`src/rtl/fetch_stage_pkg.sv`:
```
// Shared constants for the RV32I fetch stage.
package fetch_stage_pkg;

    localparam logic [6:0]  OPC_OP_IMM = 7'b001_0011;
    // addi x0, x0, 0
    localparam logic [31:0] NOP        = {12'h000, 5'd0, 3'b000, 5'd0, OPC_OP_IMM};

endpackage

```
`src/rtl/fetch_fifo.sv`:
```
// Synchronous FIFO used for the prefetch buffer and the request-PC queue.
// Flush has priority over push and pop; push into a full FIFO is dropped and flagged.
module fetch_fifo #(
    parameter  int unsigned DEPTH = 2,
    parameter  int unsigned WIDTH = 64,
    localparam int unsigned AW    = $clog2(DEPTH),
    localparam int unsigned CW    = AW + 1
) (
    input  logic             i_clk,
    input  logic             i_rst,
    input  logic             i_push,
    input  logic             i_pop,
    input  logic             i_flush,
    input  logic [WIDTH-1:0] i_wdata,
    output logic [WIDTH-1:0] o_rdata,
    output logic [CW-1:0]    o_count,
    output logic             o_full,
    output logic             o_empty
);

    logic [WIDTH-1:0] r_mem [DEPTH];
    logic [AW-1:0]    r_wptr;
    logic [AW-1:0]    r_rptr;
    logic [CW-1:0]    r_count;
    logic             w_push;
    logic             w_pop;

    assign o_full  = (r_count == CW'(DEPTH));
    assign o_empty = (r_count == '0);
    assign o_count = r_count;
    assign o_rdata = r_mem[r_rptr];
    assign w_push  = i_push & ~o_full;
    assign w_pop   = i_pop & ~o_empty;

    always_ff @(posedge i_clk) begin
        if (i_rst || i_flush) begin
            r_wptr  <= '0;
            r_rptr  <= '0;
            r_count <= '0;
        end else begin
            if (w_push) r_wptr <= r_wptr + AW'(1);
            if (w_pop)  r_rptr <= r_rptr + AW'(1);
            unique case ({w_push, w_pop})
                2'b10:   r_count <= r_count + CW'(1);
                2'b01:   r_count <= r_count - CW'(1);
                default: r_count <= r_count;
            endcase
        end
    end

    always_ff @(posedge i_clk) begin
        if (w_push && !i_flush && !i_rst) r_mem[r_wptr] <= i_wdata;
    end

    assert property (@(posedge i_clk) disable iff (i_rst || i_flush) i_push |-> !o_full);

endmodule

```
`src/rtl/fetch_stage.sv`:
```
// IF stage and IF/ID register: PC generation, in-order imem requests, prefetch FIFO.
// Optional FETCH_PERF_CNT_EN adds saturating stall/bubble cycle counters.
module fetch_stage
    import fetch_stage_pkg::*;
#(
    parameter logic [31:0] RESET_PC   = 32'h0000_0000,
    parameter int unsigned FIFO_DEPTH = 2
`ifdef FETCH_PERF_CNT_EN
    ,
    parameter int unsigned CNT_W      = 32
`endif
) (
    input  logic             clk,
    input  logic             rst,
    input  logic [5:1]       stall,
    input  logic             redirect_valid,
    input  logic [31:0]      redirect_pc,
    output logic             imem_req_valid,
    output logic [31:0]      imem_req_addr,
    input  logic             imem_req_ready,
    input  logic             imem_rsp_valid,
    input  logic [31:0]      imem_rsp_data,
    output logic [31:0]      if_id_instr,
    output logic [31:0]      if_id_pc,
    output logic             if_id_valid
`ifdef FETCH_PERF_CNT_EN
    ,
    output logic [CNT_W-1:0] perf_stall_cyc,
    output logic [CNT_W-1:0] perf_bubble_cyc
`endif
);

    localparam int unsigned    CW      = $clog2(FIFO_DEPTH) + 1;
    // Discard can accumulate across back-to-back redirects, so give it headroom.
    localparam int unsigned    DW      = CW + 2;
    localparam logic [CW:0]    DEPTH_C = (CW + 1)'(FIFO_DEPTH);

    logic [31:0]   r_pc;
    logic [CW-1:0] r_outstanding;
    logic [DW-1:0] r_discard;
    logic [31:0]   r_if_id_instr;
    logic [31:0]   r_if_id_pc;
    logic          r_if_id_valid;

    logic [31:0]   w_pc_nxt;
    logic [CW-1:0] w_out_nxt;
    logic [DW-1:0] w_disc_nxt;
    logic [DW-1:0] w_inflight;
    logic [31:0]   w_instr_nxt;
    logic [31:0]   w_ifpc_nxt;
    logic          w_valid_nxt;
    logic [CW:0]   w_credit;
    logic          w_accept;
    logic          w_keep;
    logic          w_pop;
    logic          w_bubble;
    logic [63:0]   w_fifo_rdata;
    logic [CW-1:0] w_fifo_count;
    logic          w_fifo_full;
    logic          w_fifo_empty;
    logic [31:0]   w_pcq_head;
    logic [CW-1:0] w_pcq_count;
    logic          w_pcq_full;
    logic          w_pcq_empty;
    logic          w_unused;

    assign w_credit       = {1'b0, r_outstanding} + {1'b0, w_fifo_count};
    assign imem_req_valid = ~rst & ~stall[1] & ~redirect_valid & (w_credit < DEPTH_C);
    assign imem_req_addr  = r_pc;
    assign w_accept       = imem_req_valid & imem_req_ready;
    // Only responses to live requests enter the FIFO; stale or spurious ones are dropped.
    assign w_keep         = imem_rsp_valid & ~redirect_valid & (r_discard == '0)
                          & (r_outstanding != '0);
    assign w_pop          = ~redirect_valid & ~stall[2] & ~w_fifo_empty;
    assign w_bubble       = redirect_valid | (~stall[2] & w_fifo_empty);
    assign w_inflight     = r_discard + DW'(r_outstanding);
    assign w_unused       = ^{redirect_pc[1:0], stall[5:3], w_fifo_full, w_pcq_count,
                              w_pcq_full, w_pcq_empty};

    fetch_fifo #(
        .DEPTH (FIFO_DEPTH),
        .WIDTH (64)
    ) u_fifo (
        .i_clk   (clk),
        .i_rst   (rst),
        .i_push  (w_keep),
        .i_pop   (w_pop),
        .i_flush (redirect_valid),
        .i_wdata ({imem_rsp_data, w_pcq_head}),
        .o_rdata (w_fifo_rdata),
        .o_count (w_fifo_count),
        .o_full  (w_fifo_full),
        .o_empty (w_fifo_empty)
    );

    fetch_fifo #(
        .DEPTH (FIFO_DEPTH),
        .WIDTH (32)
    ) u_pc_queue (
        .i_clk   (clk),
        .i_rst   (rst),
        .i_push  (w_accept),
        .i_pop   (w_keep),
        .i_flush (redirect_valid),
        .i_wdata (r_pc),
        .o_rdata (w_pcq_head),
        .o_count (w_pcq_count),
        .o_full  (w_pcq_full),
        .o_empty (w_pcq_empty)
    );

    always_comb begin
        w_pc_nxt    = r_pc;
        w_out_nxt   = r_outstanding;
        w_disc_nxt  = r_discard;
        w_instr_nxt = NOP;
        w_ifpc_nxt  = r_if_id_pc;
        w_valid_nxt = 1'b0;
        if (redirect_valid) begin
            w_pc_nxt   = {redirect_pc[31:2], 2'b00};
            w_out_nxt  = '0;
            w_disc_nxt = (imem_rsp_valid && w_inflight != '0) ? w_inflight - DW'(1)
                                                              : w_inflight;
        end else begin
            if (w_accept) w_pc_nxt = r_pc + 32'd4;
            if (w_accept && !w_keep)      w_out_nxt = r_outstanding + CW'(1);
            else if (!w_accept && w_keep) w_out_nxt = r_outstanding - CW'(1);
            if (imem_rsp_valid && r_discard != '0) w_disc_nxt = r_discard - DW'(1);
            if (stall[2]) begin
                w_instr_nxt = r_if_id_instr;
                w_valid_nxt = r_if_id_valid;
            end else if (!w_fifo_empty) begin
                w_instr_nxt = w_fifo_rdata[63:32];
                w_ifpc_nxt  = w_fifo_rdata[31:0];
                w_valid_nxt = 1'b1;
            end
        end
    end

    always_ff @(posedge clk) begin
        if (rst) begin
            r_pc          <= RESET_PC;
            r_outstanding <= '0;
            r_discard     <= '0;
            r_if_id_instr <= NOP;
            r_if_id_pc    <= '0;
            r_if_id_valid <= 1'b0;
        end else begin
            r_pc          <= w_pc_nxt;
            r_outstanding <= w_out_nxt;
            r_discard     <= w_disc_nxt;
            r_if_id_instr <= w_instr_nxt;
            r_if_id_pc    <= w_ifpc_nxt;
            r_if_id_valid <= w_valid_nxt;
        end
    end

    assign if_id_instr = r_if_id_instr;
    assign if_id_pc    = r_if_id_pc;
    assign if_id_valid = r_if_id_valid;

    assert property (@(posedge clk) disable iff (rst)
        imem_rsp_valid |-> (r_discard != '0 || r_outstanding != '0));

`ifdef FETCH_PERF_CNT_EN
    logic [CNT_W-1:0] r_perf_stall;
    logic [CNT_W-1:0] r_perf_bubble;

    always_ff @(posedge clk) begin
        if (rst) begin
            r_perf_stall  <= '0;
            r_perf_bubble <= '0;
        end else begin
            if (stall[2] && r_perf_stall != {CNT_W{1'b1}})
                r_perf_stall <= r_perf_stall + CNT_W'(1);
            if (w_bubble && r_perf_bubble != {CNT_W{1'b1}})
                r_perf_bubble <= r_perf_bubble + CNT_W'(1);
        end
    end

    assign perf_stall_cyc  = r_perf_stall;
    assign perf_bubble_cyc = r_perf_bubble;
`else
    logic w_unused_bubble;
    assign w_unused_bubble = w_bubble;
`endif

endmodule

```
`config.mk`:
```
export PLATFORM = sky130hd
export DESIGN_NAME = fetch_stage
export DESIGN_NICKNAME = d
export VERILOG_FILES = /design/src/rtl/fetch_stage_pkg.sv /design/src/rtl/fetch_fifo.sv /design/src/rtl/fetch_stage.sv
export SDC_FILE = /design/constraint.sdc
export NUM_CORES = 1
export LEC_CHECK = 0
export BUFFER_PORTS_ARGS = -buffer_cell sky130_fd_sc_hd__buf_2
export CORE_MARGIN = 1.5
export CORE_UTILIZATION = 50
export DETAILED_ROUTE_END_ITERATION = 10
export PLACE_DENSITY_LB_ADDON = 0.25
export SYNTH_ARGS = -nofsm -noshare
export SYNTH_HDL_FRONTEND = slang
export SYNTH_SLANG_ARGS = --single-unit
export TNS_END_PERCENT = 10
```
`constraint.sdc`:
```
create_clock -name clk -period 7.6 [get_ports clk]
set_clock_uncertainty 0.2 [all_clocks]
set_input_delay 0.76 -clock clk [delete_from_list [all_inputs] [get_ports clk]]
set_output_delay 0.76 -clock clk [all_outputs]
set_load 0.05 [all_outputs]
```
==> results by stage <==
Worst setup path:
- The total buffers and inverters traversed by the critical path is 5.
- The classification of the worst setup path is primary input to output pin.
- The slowest stage of the critical path belongs to the cell nand2_1.
- The critical register-to-register path startpoint is u_fifo.o_count[0].
- The worst setup path startpoint is redirect_valid.
- Counting cells, the worst reg-to-reg path comes to 9.
- The critical path goes through buf_2, buf_4, clkinv_1, nand2_1, buf_4, nor2_1, buf_2.
- The endpoint identified for the worst register-to-register timing path is u_pc_queue.o_count[1].
- Grouping stages by cell kind, the critical path spends the most delay in buffers and inverters.
- The worst register-to-register path has a setup slack of 3.46 ns.
- Following the worst setup path forward leads to its endpoint at imem_req_valid.
- At the worst endpoint, the required time is 6.64 ns.
- In this run the worst path has a maximum fanout of 44.
- In this run the number of cells on the critical path is 7.
- The worst setup path is captured at an output pin.
- STA puts the critical path data arrival time at 3.65 ns.
- The sort of element at the start of the critical path is a primary input.
- The delay of the slowest cell on the worst path is between 1 and 1.5 ns.

Clock tree:
- After clock tree synthesis, the flow added hold-fix buffers numbering 0.
- Counting the buffers created by CTS gives 30.
- Clock-pin slew was measured on the worst setup and hold paths at 0.06 ns.
- Once the clock tree was built, the setup fixing pass inserted 0 buffers.
- Clock latency on the worst-skew pair, taken at its later pin, is 0.55 ns.
- The number of gates resized after CTS was 0.
- TritonCTS built the clock tree.
- The root buffer cell chosen for the clock tree is clkbuf_16.
- In this run the number of H-tree levels came out at 1.
- The clock net sink count is 293.
- No sink is reached through more buffers than the 3 on the longest clock path.

Global route:
- The number of antenna violations at the first check in global routing came to 1.
- The first global-routing pass estimated around 37000 um of wire.
- The aggregate global routing overflow is 0.
- Entering global routing, the biggest net connects 65 pins.
- The global-route usage over all layers is 20.2%.
- The via count of the first global-routing pass is 6968.

Synth:
- The number of flops mapped to enable cells by yosys is 184.
- The mean post-synth cell area is 13.0 sq um.
- The number of flip-flops and latches in the synthesized netlist is 293.
- The synthesized netlist cell count is about 880.
- Ranked by total cell area, the synthesized netlist is headed by edfxtp_1 (48%), dfxtp_1 (19%), mux2i_1 (5.6%), nor2_1 (4.0%), mux2_2 (3.5%).
- The flip-flop cell with the highest count after synthesis is edfxtp_1.
- The warning count from the yosys run is 0.
- The biggest area contributor in the post-synthesis netlist is edfxtp_1.
- The sequential area share after synthesis is between 60% and 70%.
- Counting flops with an async set or reset pin after synthesis yields a share of 0%.
- The mapped cell area is 11400 sq um.
- In this run, distinct cell masters in the synthesized netlist total 56.
- The top-area cell type share of the netlist area is 48.4%.

Hold path:
- In this run the most critical hold path is launched from imem_rsp_data[6].
- The path class of the tightest hold or removal check is primary input to flip-flop.

Timing:
- The fmax is ~220 MHz.
- The tightest slew margin relative to the limit is about a quarter.
- The final critical delay including setup and external delays is 4.61 ns.
- The final count of pins violating max slew was 0.
- The transition time of the tightest slew-check pin is 1.11 ns.
- Setup repair after global routing left no endpoint under its margin.
- The final critical path takes up 60.7% of the cycle.
- The accumulated negative setup slack is 0 ns.
- Setup violations remaining at the end of the flow were counted as 0.
- The setup slack of the critical path after layout is ~3.0 ns.
- The final hold violation count is 0.

Finish:
- The finished cells cover about 14000 sq um.
- The share of final-layout standard cells stronger than drive strength 1 is 25.5%.
- From synthesis to final layout, the design area changed by 18.2%.
- For this run, the share of the core covered by cells in the final layout is around three fifths.
- The number of nets in the layout is 1124.

Route:
- The number of iterations in the first detailed-routing pass is 5.
- In the routed layout, each cell is associated on average with a via count of 5.44.
- The remaining design rule violation count is 0.
- For this block, the via count after detailed routing is 7342.
- Wires add up to 23900 um.
- In this run the remaining antenna-violating nets after routing total 0.
- The wire length per cell is about 18 um.
- The detailed router finished its first iteration with 444 violations.

Die:
- The boundary pin count is 172.
- The core outline area is 22500 sq um.
- From left edge to right edge, the die measures 154 um.
- The floorplan die area is 23800 sq um.
- The die is 154 um tall.
- Row generation in the floorplan step produced 55 rows.
- For this configuration, the core starts out at a cell density of 50.8%.

Placed design:
- The weighted congestion at the end of routability-driven global placement is a little under 0.8.
- The sum of net half-perimeters after detailed placement is 15200 um.
- The cell area after placement is 12500 sq um.
- In this run the tool buffered the top-level ports with 162 buffer cells.
- The pre-CTS worst setup slack is 2.88 ns.

Power and ir drop:
- In this run the static leakage power is 4.83 nW.
- Power spread over the standard cell area amounts to about 250 nW/um^2.
- IR analysis of the VDD net gives a maximum drop of roughly 190 uV.

Run:
- The count of max-cap constraint violations is 0.

Outcome:
- The run finished with clean final reports.
-- final cells by class --
cell class                 count  area [sq um]
inverter                      22          82.6
multi-input combinational    519          3460
fill                        1794          8990
clock buffer                  40           860
antenna                        1          2.50
clock inverter                16           140
sequential                   293          7710
tap                          285           357
timing repair buffer         173           893
-- routing by layer --
metal  part of all wire [%]  up-vias  wire (um)  global-route usage (%)
met5                      0        -          0                       0
met2                     49      180      11600                    33.4
met4                    3.0        0        725                    6.93
met1                     44     3535      10500                    27.6
met3                    4.2       49        993                    2.89
li1                       -     3578          -                       -
-- cells in the mapped netlist (6+ instances only) --
master	number
a21oi_1	48
ha_1	9
a31oi_1	12
inv_1	21
clkbuf_1	37
dfxtp_1	109
edfxtp_1	184
or3_1	7
mux2_2	36
and3_1	10
nor3_1	9
xnor2_1	12
nand2_1	45
and2_1	6
nor2_1	123
mux2i_1	64
nand4_1	18
nand3_1	12
o21ai_0	12
a211oi_1	32
-- sequential cells by signal, indices dropped and copies added, names as in the netlist, named ones only --
register and count:
u_fifo.r_mem 124, u_pc_queue.r_mem 60, if_id_instr 32, if_id_pc 30
imem_req_addr 30, r_discard 4, r_outstanding 2, u_fifo.o_count 2
u_pc_queue.o_count 2, if_id_valid 1, u_fifo.r_rptr 1, u_fifo.r_wptr 1
u_pc_queue.r_rptr 1, u_pc_queue.r_wptr 1
-- cells by family (layout without fill, tap and decap cells) --
| family | Yosys count | after routing | synth area share [%] |
|---|---|---|---|
| buf+inv | 72 | 251 | 2.63 |
| xor+xnor | 17 | 17 | 1.30 |
| compound gates | 137 | 137 | 7.71 |
| mux | 103 | 103 | 9.45 |
| fa+ha+maj | 11 | 11 | 1.34 |
| flops | 293 | 293 | 67.5 |
| simple gates | 247 | 247 | 10.1 |
| other cells | 1 | 5 | 0.0328 |
-- power by group --
| group | switching, mW | total, mW | internal (mW) | leakage [nW] |
|---|---|---|---|---|
| Sequential | 0.0265 | 1.73 | 1.70 | 2.54 |
| Combinational | 0.114 | 0.171 | 0.0576 | 1.80 |
| Clock | 0.594 | 1.45 | 0.861 | 0.494 |
| Total | 0.734 | 3.35 | 2.62 | 4.83 |
-- metrics by stage --
step,hold slack [ns],instances,power [mW]
finish,0.195,1349,3.35
floorplan,0.271,884,1.87
detailed placement,0.257,1292,1.93
global placement,0.250,1292,1.93
CTS,0.177,1348,3.38
global route,0.176,1348,3.47
-- cell usage in the layout, fill, tap and decap left out, types with 3 or more instances in the layout --
master     count
edfxtp_1     184
buf_2        162
nor2_1       120
dfxtp_1      108
mux2i_1       64
a21oi_1       48
nand2_1       45
mux2_2        36
a211oi_1      32
clkbuf_16     31
inv_1         21
nand4_1       18
nand3_1       12
o21ai_0       12
a31oi_1       12
xnor2_1       12
buf_4         11
and3_1        10
ha_1           9
clkinv_2       8
nor3_1         7
or3_1          7
and2_1         6
o22ai_1        5
xor2_1         5
clkbuf_8       5
o311ai_0       4
or4_1          4
conb_1         4
clkbuf_1       4
a21o_1         3
clkinv_1       3
o31a_1         3
nor4_1         3
mux2_1         3
-- worst min-delay path by stage --
stage	end	cells after the start
finish	u_fifo.r_mem[0][38]	1
global route	u_fifo.r_mem[0][53]	1
CTS	u_fifo.r_mem[0][38]	1
detailed placement	if_id_valid	2
global placement	if_id_valid	2
floorplan	u_pc_queue.o_count[1]	2
Power figures use the tool's default switching activity.
